<file path="config.mk">
export PLATFORM = sky130hd
export DESIGN_NAME = alu_pipe
export DESIGN_NICKNAME = d
export VERILOG_FILES = /design/src/rtl/alu_pipe.sv
export SDC_FILE = /design/constraint.sdc
export NUM_CORES = 1
export LEC_CHECK = 0
export ABC_CLOCK_PERIOD_IN_PS = 5490
export BUFFER_PORTS_ARGS = -buffer_cell sky130_fd_sc_hd__buf_2
export CORE_ASPECT_RATIO = 1.4
export CORE_MARGIN = 8
export CORE_UTILIZATION = 30
export CTS_CLUSTER_SIZE = 24
export DETAILED_ROUTE_END_ITERATION = 6
export SYNTH_ARGS = -nofsm -noshare
export SYNTH_HDL_FRONTEND = slang
export SYNTH_SLANG_ARGS = --single-unit
</file>
<file path="constraint.sdc">
create_clock -name clkpos -period 5.49 [get_ports clkpos]
set_clock_uncertainty 0.2 [all_clocks]
set_input_delay 1.098 -clock clkpos [delete_from_list [all_inputs] [get_ports clkpos]]
set_output_delay 1.098 -clock clkpos [all_outputs]
set_load 0.05 [all_outputs]
</file>
<file path="src/rtl/alu_pipe.sv">
// Three-stage pipelined ALU with valid/ready handshake on both sides and a
// completed-operation counter; one global advance enable stalls every stage.

package alu_pipe_pkg;

  typedef enum logic [2:0] {
    OP_AND   = 3'b000,
    OP_OR    = 3'b001,
    OP_ADD   = 3'b010,
    OP_SUB   = 3'b011,
    OP_SLT   = 3'b100,
    OP_SRL1  = 3'b101,
    OP_PASSB = 3'b110,
    OP_ILL   = 3'b111
  } op_e;

endpackage

module alu_pipe
  import alu_pipe_pkg::*;
#(
  parameter int WIDTH = 16,
  parameter int CNT_W = 16
) (
  input  logic             clkpos,
  input  logic             rst,
  input  logic             in_valid,
  output logic             in_ready,
  input  logic [2:0]       op,
  input  logic [WIDTH-1:0] a,
  input  logic [WIDTH-1:0] b,
  output logic             out_valid,
  input  logic             out_ready,
  output logic [WIDTH-1:0] result,
  output logic [3:0]       flags,
  output logic             eq,
  output logic [CNT_W-1:0] op_count
);

  // Every functional unit's answer is kept so stage 3 only has to select.
  typedef struct packed {
    op_e              op;
    logic [WIDTH-1:0] and_r;
    logic [WIDTH-1:0] or_r;
    logic [WIDTH-1:0] add_r;
    logic [WIDTH-1:0] sub_r;
    logic [WIDTH-1:0] srl_r;
    logic [WIDTH-1:0] pass_r;
    logic             add_c;
    logic             sub_c;
    logic             add_v;
    logic             sub_v;
    logic             slt;
    logic             eq;
  } s2_t;

  logic adv;

  logic             s1_valid;
  op_e              s1_op;
  logic [WIDTH-1:0] s1_a;
  logic [WIDTH-1:0] s1_b;

  logic s2_valid;
  s2_t  s2;
  s2_t  s2_next;

  logic [WIDTH:0]   add_full;
  logic [WIDTH:0]   sub_full;

  logic [WIDTH-1:0] sel_result;
  logic             sel_carry;
  logic             sel_ovf;
  logic             sel_err;
  logic             sel_zero;

  // A full output register that nobody is draining freezes the whole pipe.
  assign adv      = !out_valid || out_ready;
  assign in_ready = adv;

  // ---------------------------------------------------------------- stage 1
  // NOTE: sequential state uses non-blocking (<=) so every flop samples the
  // pre-edge value of its neighbours; blocking here would collapse stages.
  always_ff @(posedge clkpos) begin
    if (rst) begin
      s1_valid <= 1'b0;
    end else if (adv) begin
      s1_valid <= in_valid;
    end
  end

  // NOTE: operand/payload registers are deliberately not reset; the valid
  // bit qualifies them, so clearing the data would only cost reset fan-out.
  always_ff @(posedge clkpos) begin
    if (adv && in_valid) begin
      s1_op <= op_e'(op);
      s1_a  <= a;
      s1_b  <= b;
    end
  end

  // ---------------------------------------------------------------- stage 2
  assign add_full = {1'b0, s1_a} + {1'b0, s1_b};
  // Subtraction as a + ~b + 1 so carry-out means "no borrow".
  assign sub_full = {1'b0, s1_a} + {1'b0, ~s1_b} + {{WIDTH{1'b0}}, 1'b1};

  // NOTE: every field gets a default before any branch so always_comb can
  // never hold a previous value, i.e. no latch is inferred.
  always_comb begin
    s2_next        = '0;
    s2_next.op     = s1_op;
    s2_next.and_r  = s1_a & s1_b;
    s2_next.or_r   = s1_a | s1_b;
    s2_next.add_r  = add_full[WIDTH-1:0];
    s2_next.sub_r  = sub_full[WIDTH-1:0];
    s2_next.srl_r  = {1'b0, s1_a[WIDTH-1:1]};
    s2_next.pass_r = s1_b;
    s2_next.add_c  = add_full[WIDTH];
    s2_next.sub_c  = sub_full[WIDTH];
    s2_next.add_v  = (s1_a[WIDTH-1] == s1_b[WIDTH-1]) &&
                     (add_full[WIDTH-1] != s1_a[WIDTH-1]);
    s2_next.sub_v  = (s1_a[WIDTH-1] != s1_b[WIDTH-1]) &&
                     (sub_full[WIDTH-1] != s1_a[WIDTH-1]);
    s2_next.slt    = $signed(s1_a) < $signed(s1_b);
    s2_next.eq     = (s1_a == s1_b);
  end

  always_ff @(posedge clkpos) begin
    if (rst) begin
      s2_valid <= 1'b0;
    end else if (adv) begin
      s2_valid <= s1_valid;
    end
  end

  always_ff @(posedge clkpos) begin
    if (adv && s1_valid) begin
      s2 <= s2_next;
    end
  end

  // ---------------------------------------------------------------- stage 3
  always_comb begin
    sel_result = '0;
    sel_carry  = 1'b0;
    sel_ovf    = 1'b0;
    sel_err    = 1'b0;
    case (s2.op)
      OP_AND:   sel_result = s2.and_r;
      OP_OR:    sel_result = s2.or_r;
      OP_ADD: begin
        sel_result = s2.add_r;
        sel_carry  = s2.add_c;
        sel_ovf    = s2.add_v;
      end
      OP_SUB: begin
        sel_result = s2.sub_r;
        sel_carry  = s2.sub_c;
        sel_ovf    = s2.sub_v;
      end
      OP_SLT:   sel_result = {{(WIDTH-1){1'b0}}, s2.slt};
      OP_SRL1:  sel_result = s2.srl_r;
      OP_PASSB: sel_result = s2.pass_r;
      default:  sel_err    = 1'b1;
    endcase
  end

  // Zero is taken from the selected result, so an illegal op reports zero=1.
  assign sel_zero = (sel_result == '0);

  always_ff @(posedge clkpos) begin
    if (rst) begin
      out_valid <= 1'b0;
      result    <= '0;
      flags     <= '0;
      eq        <= 1'b0;
    end else if (adv) begin
      out_valid <= s2_valid;
      if (s2_valid) begin
        result <= sel_result;
        flags  <= {sel_err, sel_ovf, sel_carry, sel_zero};
        eq     <= s2.eq;
      end
    end
  end

  always_ff @(posedge clkpos) begin
    if (rst) begin
      op_count <= '0;
    end else if (out_valid && out_ready) begin
      op_count <= op_count + {{(CNT_W-1){1'b0}}, 1'b1};
    end
  end

endmodule

</file>
==> out/metrics.cfg, run 1 <==
[layout]
final_util = 0.351
num_antenna_cells = 0
fillers = 2819
syn_to_final_growth_pct = 15.9
multiInputGateArea_um2 = 3160
nets = 872
drive_above_1_share = 0.168
regArea_um2 = 4940

[yosys]
ys_warn_count = 0
netlist_instances = 711
ys_ff_latch = 178
synth_area_um2 = 8510
synthFlopType = edfxtp_1
synth_cell_types = 60
synth-edff-count = 138
yosysSeqAreaShare = 0.581
avgSynthCellArea_um2 = 12.0
syn-num-nets = 805
postSynth.asyncResetShare = 0

[timing]
rsz0062_at_grt = false
min_period_ns = 3.25
tightest_slew_ns = 0.885
final_max_slew_viol_count = 0
fin_crit_sh = 0.591
holdWs_ns = 0.220
setup_tns_ns = 0
hold_violations = 0
fmax_mhz = 308
slew_headroom = 0.410
setup_viol = 0

[routing]
drt_iter0_drc = 246
drt_wl_total_um = 19300
post_drt_via_cell_ratio = 4.63
dr.pass1.iters = 5
drc_errors = 0
ant_nets = 0
wl_per_cell_um = 16.5
vias = 5403

[power]
finalPower_uw = 3210
power_leakage_uw = 0.00392
peakVddDrop_mv = 0.192
powerDensity_nw_per_um2 = 325

[clocking]
htree_num_levels = 4
cts_buffers = 17
cts_setup_buffers = 0
cts.path.max_buffers = 2
clock_latency_ns = 0.43
cts.sinks = 178
ctsHoldBuffers = 0
ctsResizeCount = 0
clk_pin_slew_ns = 0.07
cts_root_buf = clkbuf_16
cts_tree = done

[critical_path]
worstPathRequired_ns = 5.46
cp-start-kind = register
path_max_fanout = 4
cp-end-kind = register
criticalPathCategory = reg -> reg
critical_path.top_delay_family = compound AO/OA/AOI/OAI gates
critPathLaunch = s1_b[0]$_DFFE_PP_
cp_slowest_cell = a2111oi_0
path_buf_inv = 0
r2r-start = s1_b[0]$_DFFE_PP_
slowest_delay_ns = 0.82
crit_chain = ha_1 > fa_1 > a21oi_1 > o21ai_0 > a2111oi_0 > o41ai_1 > xnor2_1
worst_ep_arrival_time_ns = 3.22

[place]
place.gp.congestion = 0.875
port-buffer-count = 77
dp_hpwl_um = 14800

[global_routing]
grt_pass1_vias = 5355
antenna_found_initial = 0
grt_max_degree = 46
grt_pass1_wl_um = 29900
overflow = 0
grt_use_total = 0.115

[floorplanning]
dieHeight_um = 215
rows = 73
io_pins = 78
core-area_um2 = 28100
die_area_um2 = 34100
initial_core_util = 0.302
die_w_um = 158

[run]
maxCapViolCount = 0

[status]
outcome = finished clean

[worst_hold_path]
min_from = s1_op[0]$_DFFE_PP_
min_path_type = reg -> reg

## area by class of cell
type / instances / share of cell area
sequential: 178 / 0.501
multi-input combinational: 435 / 0.320
clock buffer: 22 / 0.0535
tap: 375 / 0.0476
timing repair buffer: 83 / 0.0436
inverter: 63 / 0.0240
clock inverter: 10 / 0.00964
## registers in the layout, indices dropped and copies added (netlist names)
name       cells
out_valid      1
s1_op          3
eq             1
s1_a          16
s2           103
s1_b          16
flags          4
s2_valid       1
result        16
op_count      16
s1_valid       1
## placed cells by master (no fill, tap or decap), types with 3 or more instances in the layout
cell / synthesis / routed
a211oi_1: 6 / 6
a21oi_1: 48 / 48
a221oi_1: 6 / 6
a22o_1: 3 / 3
a31oi_1: 5 / 5
and2_1: 5 / 3
and3_1: 8 / 8
buf_2: 9 / 77
buf_4: 0 / 6
clkbuf_16: 0 / 20
dfxtp_1: 40 / 40
edfxtp_1: 138 / 138
ha_1: 53 / 53
inv_1: 63 / 63
inv_6: 0 / 5
inv_8: 0 / 4
mux2_2: 3 / 3
mux2i_1: 22 / 22
mux4_2: 5 / 5
nand2_1: 47 / 47
nand2b_1: 6 / 6
nand3_1: 7 / 7
nand4_1: 9 / 9
nor2_1: 66 / 66
nor2b_1: 7 / 7
nor3_1: 10 / 10
o211ai_1: 3 / 3
o21ai_0: 20 / 20
o21bai_1: 9 / 9
or3_1: 6 / 6
or4_1: 3 / 3
xnor2_1: 18 / 18
xor2_1: 20 / 20
## path summary, 6_finish.rpt
| kind | endpoint | slack [ns] | cells after the start |
|---|---|---|---|
| worst max-delay path | s2[68]$_DFFE_PP_ | 2.24 | 7 |
| worst min-delay path | s2[102]$_DFFE_PP_ | 0.22 | 0 |
| worst max register to register | s2[68]$_DFFE_PP_ | 2.24 | 7 |
| worst min register to register | s2[102]$_DFFE_PP_ | 0.22 | 0 |
## power by group
part           leakage [uW]  switching (uW)  total, uW  internal (uW)
clock              0.000312             543       1250            706
combinational       0.00198             233        370            137
sequential          0.00162            39.6       1590           1550
## worst register-to-register path: cells and delay by family (launching register included)
family,cells,cell delay [ns]
fa+ha+maj,2,0.68
compound gates,4,1.51
xor+xnor,1,0.17
flops,1,0.44
## per-stage QoR
| stage | instance area (um^2) | cells | setup slack, ns |
|---|---|---|---|
| 4_1_cts | 9860 | 1166 | 2.22 |
| 3_3_place_gp | 9240 | 1134 | 2.29 |
| 2_1_floorplan | 8510 | 711 | 0.527 |
| 6_report | 9860 | 1166 | 2.24 |
| 3_5_place_dp | 9240 | 1134 | 2.25 |
| 5_1_grt | 9860 | 1166 | 2.03 |
## cells in the mapped netlist, types with 3 or more instances
library cell | n | share of area
mux2_2 | 3 | 0.0040
nand2b_1 | 6 | 0.0044
edfxtp_1 | 138 | 0.49
a21oi_1 | 48 | 0.028
dfxtp_1 | 40 | 0.094
xnor2_1 | 18 | 0.019
mux2i_1 | 22 | 0.026
a211oi_1 | 6 | 0.0053
mux4_2 | 5 | 0.013
buf_6 | 4 | 0.0053
nand4_1 | 9 | 0.0066
inv_1 | 63 | 0.028
o211ai_1 | 3 | 0.0026
o21bai_1 | 9 | 0.0079
o21ai_0 | 20 | 0.012
buf_1 | 3 | 0.0013
buf_2 | 9 | 0.0053
xor2_1 | 20 | 0.021
nor3_1 | 10 | 0.0059
or3_1 | 6 | 0.0044
nor2_1 | 66 | 0.029
and2_1 | 5 | 0.0037
and3_1 | 8 | 0.0059
clkbuf_1 | 19 | 0.0084
a221oi_1 | 6 | 0.0062
nand3_1 | 7 | 0.0041
nor2b_1 | 7 | 0.0051
nand2_1 | 47 | 0.021
or4_1 | 3 | 0.0026
ha_1 | 53 | 0.078
a31oi_1 | 5 | 0.0037
a22o_1 | 3 | 0.0031
## logic make-up (layout without fill, tap and decap cells)
group | Yosys count | count (layout) | share of synthesized area
muxes | 32 | 32 | 0.0493
AOI/OAI and AO/OA | 126 | 126 | 0.0974
buffers and inverters | 98 | 178 | 0.0481
and+or+nand+nor | 184 | 184 | 0.102
adders and majority gates | 55 | 55 | 0.0827
xor gates and xnor gates | 38 | 38 | 0.0391
DFF | 178 | 178 | 0.581
## layer usage
layer	vias up	track usage	part of all wire
li1	2673	-	-
met3	26	0.0205	0.039
met4	0	0.0504	0.023
met2	109	0.206	0.52
met1	2595	0.131	0.42
met5	-	0	0
Note: power is estimated with default switching activity, not from simulation.
==> run 2, diff against run 1 <==
--- a/config.mk
+++ b/config.mk
@@ -5,7 +5,7 @@
 export SDC_FILE = /design/constraint.sdc
 export NUM_CORES = 1
 export LEC_CHECK = 0
-export ABC_CLOCK_PERIOD_IN_PS = 5490
+export ABC_CLOCK_PERIOD_IN_PS = 3200
 export BUFFER_PORTS_ARGS = -buffer_cell sky130_fd_sc_hd__buf_2
 export CORE_ASPECT_RATIO = 1.4
 export CORE_MARGIN = 8
==> constraint.sdc (replaced) <==
create_clock -name clkpos -period 3.2 [get_ports clkpos]
set_clock_uncertainty 0.2 [all_clocks]
set_input_delay 0.64 -clock clkpos [delete_from_list [all_inputs] [get_ports clkpos]]
set_output_delay 0.64 -clock clkpos [all_outputs]
set_load 0.05 [all_outputs]
==> out/metrics.cfg, run 2 (same netlist as run 1, synthesis figures left out) <==
[status]
outcome = finished clean  ; unchanged

[clocking]
htree_num_levels = 4  ; unchanged
cts_root_buf = clkbuf_16  ; unchanged
cts_tree = done  ; unchanged
cts.sinks = 178  ; unchanged
cts.path.max_buffers = 2  ; unchanged
clk_pin_slew_ns = 0.07  ; about the same
cts_setup_buffers = 0  ; unchanged
ctsResizeCount = 0  ; unchanged
ctsHoldBuffers = 0  ; unchanged
clock_latency_ns = 0.43  ; about the same
cts_buffers = 17  ; unchanged

[floorplanning]
die_area_um2 = 34100  ; unchanged
core-area_um2 = 28100  ; unchanged
rows = 73  ; unchanged
die_w_um = 158  ; unchanged
initial_core_util = 0.302  ; unchanged
dieHeight_um = 215  ; unchanged
io_pins = 78  ; unchanged

[routing]
post_drt_via_cell_ratio = 4.65  ; was 4.63
ant_nets = 0  ; unchanged
vias = 5469  ; was 5403
dr.pass1.iters = 5  ; unchanged
drt_wl_total_um = 19900  ; was 19300 um
drt_iter0_drc = 277  ; was 246
drc_errors = 0  ; unchanged
wl_per_cell_um = 17.0  ; was 16.5 um

[timing]
hold_violations = 0  ; unchanged
setup_tns_ns = 0  ; unchanged
holdWs_ns = 0.179  ; was 0.220 ns
fmax_mhz = 344  ; was 308 MHz
final_max_slew_viol_count = 0  ; unchanged
rsz0062_at_grt = false  ; unchanged
setup_viol = 0  ; unchanged
min_period_ns = 2.91  ; was 3.25 ns
tightest_slew_ns = 0.739  ; was 0.885 ns
setup_slack_ns = 0.291  ; was 2.24 ns
slew_headroom = 0.507  ; was 0.410
fin_crit_sh = 0.909  ; was 0.591

[layout]
nets = 882  ; was 872
syn_to_final_growth_pct = 16.4  ; was 15.9%
final_common_cell = edfxtp_1  ; unchanged
largest_register = s2  ; unchanged
largest_reg_flops = 103  ; unchanged
final_cell_mix = 138 x edfxtp_1, 77 x buf_2, 66 x nor2_1  ; unchanged
drive_above_1_share = 0.179  ; was 0.168
num_antenna_cells = 0  ; unchanged
fillers = 2838  ; was 2819
fin_cells = 1176  ; was 1166

[place]
place.gp.congestion = 0.883  ; was 0.875
dp_slack_ns = 0.290  ; was 2.25 ns
dp_hpwl_um = 15100  ; was 14800 um
dp.cells = 1144  ; was 1134
port-buffer-count = 77  ; unchanged

[critical_path]
criticalPathCategory = reg -> reg  ; unchanged
cp_slowest_cell = edfxtp_1  ; was a2111oi_0
path_max_fanout = 6  ; was 4
crit_chain = inv_1 > ha_1 > or3_4 > o21bai_1 > a31oi_1 > o41ai_2 > o31a_1 > a21bo_1  ; was ha_1 > fa_1 > a21oi_1 > o21ai_0 > a2111oi_0 > o41ai_1 > xnor2_1
cp-start-kind = register  ; unchanged
worst_ep_arrival_time_ns = 2.90  ; was 3.22 ns
worstPathRequired_ns = 3.19  ; was 5.46 ns
slowest_delay_ns = 0.43  ; was 0.82 ns
cp-end-kind = register  ; unchanged

[power]
power_leakage_uw = 0.00394  ; was 0.00392 uW
powerDensity_nw_per_um2 = 545  ; was 325 nW/um^2
finalPower_uw = 5400  ; was 3210 uW
peakVddDrop_mv = 0.223  ; was 0.192 mV

[worst_hold_path]
min_path_type = in -> reg  ; was reg -> reg

[run]
maxCapViolCount = 0  ; unchanged

[global_routing]
grt_pass1_vias = 5583  ; was 5355
grt_use_total = 0.119  ; was 0.115
grt_max_degree = 42  ; was 46
grt_pass1_wl_um = 30600  ; was 29900 um
antenna_found_initial = 0  ; unchanged
overflow = 0  ; unchanged

run 2: power by group:
part,total [uW],switching [uW],internal (uW)
sequential,2710,61.6,2650
clock,2020,988,1030
combinational,662,414,248
total,5400,1460,3930
run 2: final timing paths:
| path | start | endpoint | slack (ns) | depth (start not counted) |
|---|---|---|---|---|
| max reg2reg | s1_a[4]$_DFFE_PP_ | s2[1]$_DFFE_PP_ | 0.29 | 8 |
| min reg2reg | s1_op[1]$_DFFE_PP_ | s2[103]$_DFFE_PP_ | 0.22 | 0 |
| min | b[7] | s1_b[7]$_DFFE_PP_ | 0.18 | 1 |
| max | s1_a[4]$_DFFE_PP_ | s2[1]$_DFFE_PP_ | 0.29 | 8 |
run 2: through the flow:
step                      instance area, um^2   util
after floorplan                          8510      -
after global placement                   9340  0.332
after detailed placement                 9340  0.332
after CTS                                9900  0.352
after global routing                     9900  0.352
final                                    9900  0.352
run 2: layout make-up:
class / instances / area, um^2 / share of cell area
inverter: 63 / 236 / 0.0239
sequential: 178 / 4940 / 0.499
clock inverter: 15 / 136 / 0.0138
clock buffer: 17 / 425 / 0.0430
tap: 375 / 469 / 0.0474
multi-input combinational: 435 / 3160 / 0.319
timing repair buffer: 93 / 531 / 0.0536
run 2: metal layers:
layer,GRT usage,wire (um),part of all wire
met1,0.134,8240,0.41
met2,0.202,9960,0.50
met3,0.0259,950,0.048
met4,0.0687,777,0.039
met5,0,0,0
run 2: critical path, delay by kind of cell (launching register included):
family,cells,cell delay [ns]
and+or+nand+nor,1,0.43
DFF,1,0.43
AOI/OAI and AO/OA,5,1.16
buffers and inverters,1,0.06
adders and majority gates,1,0.39
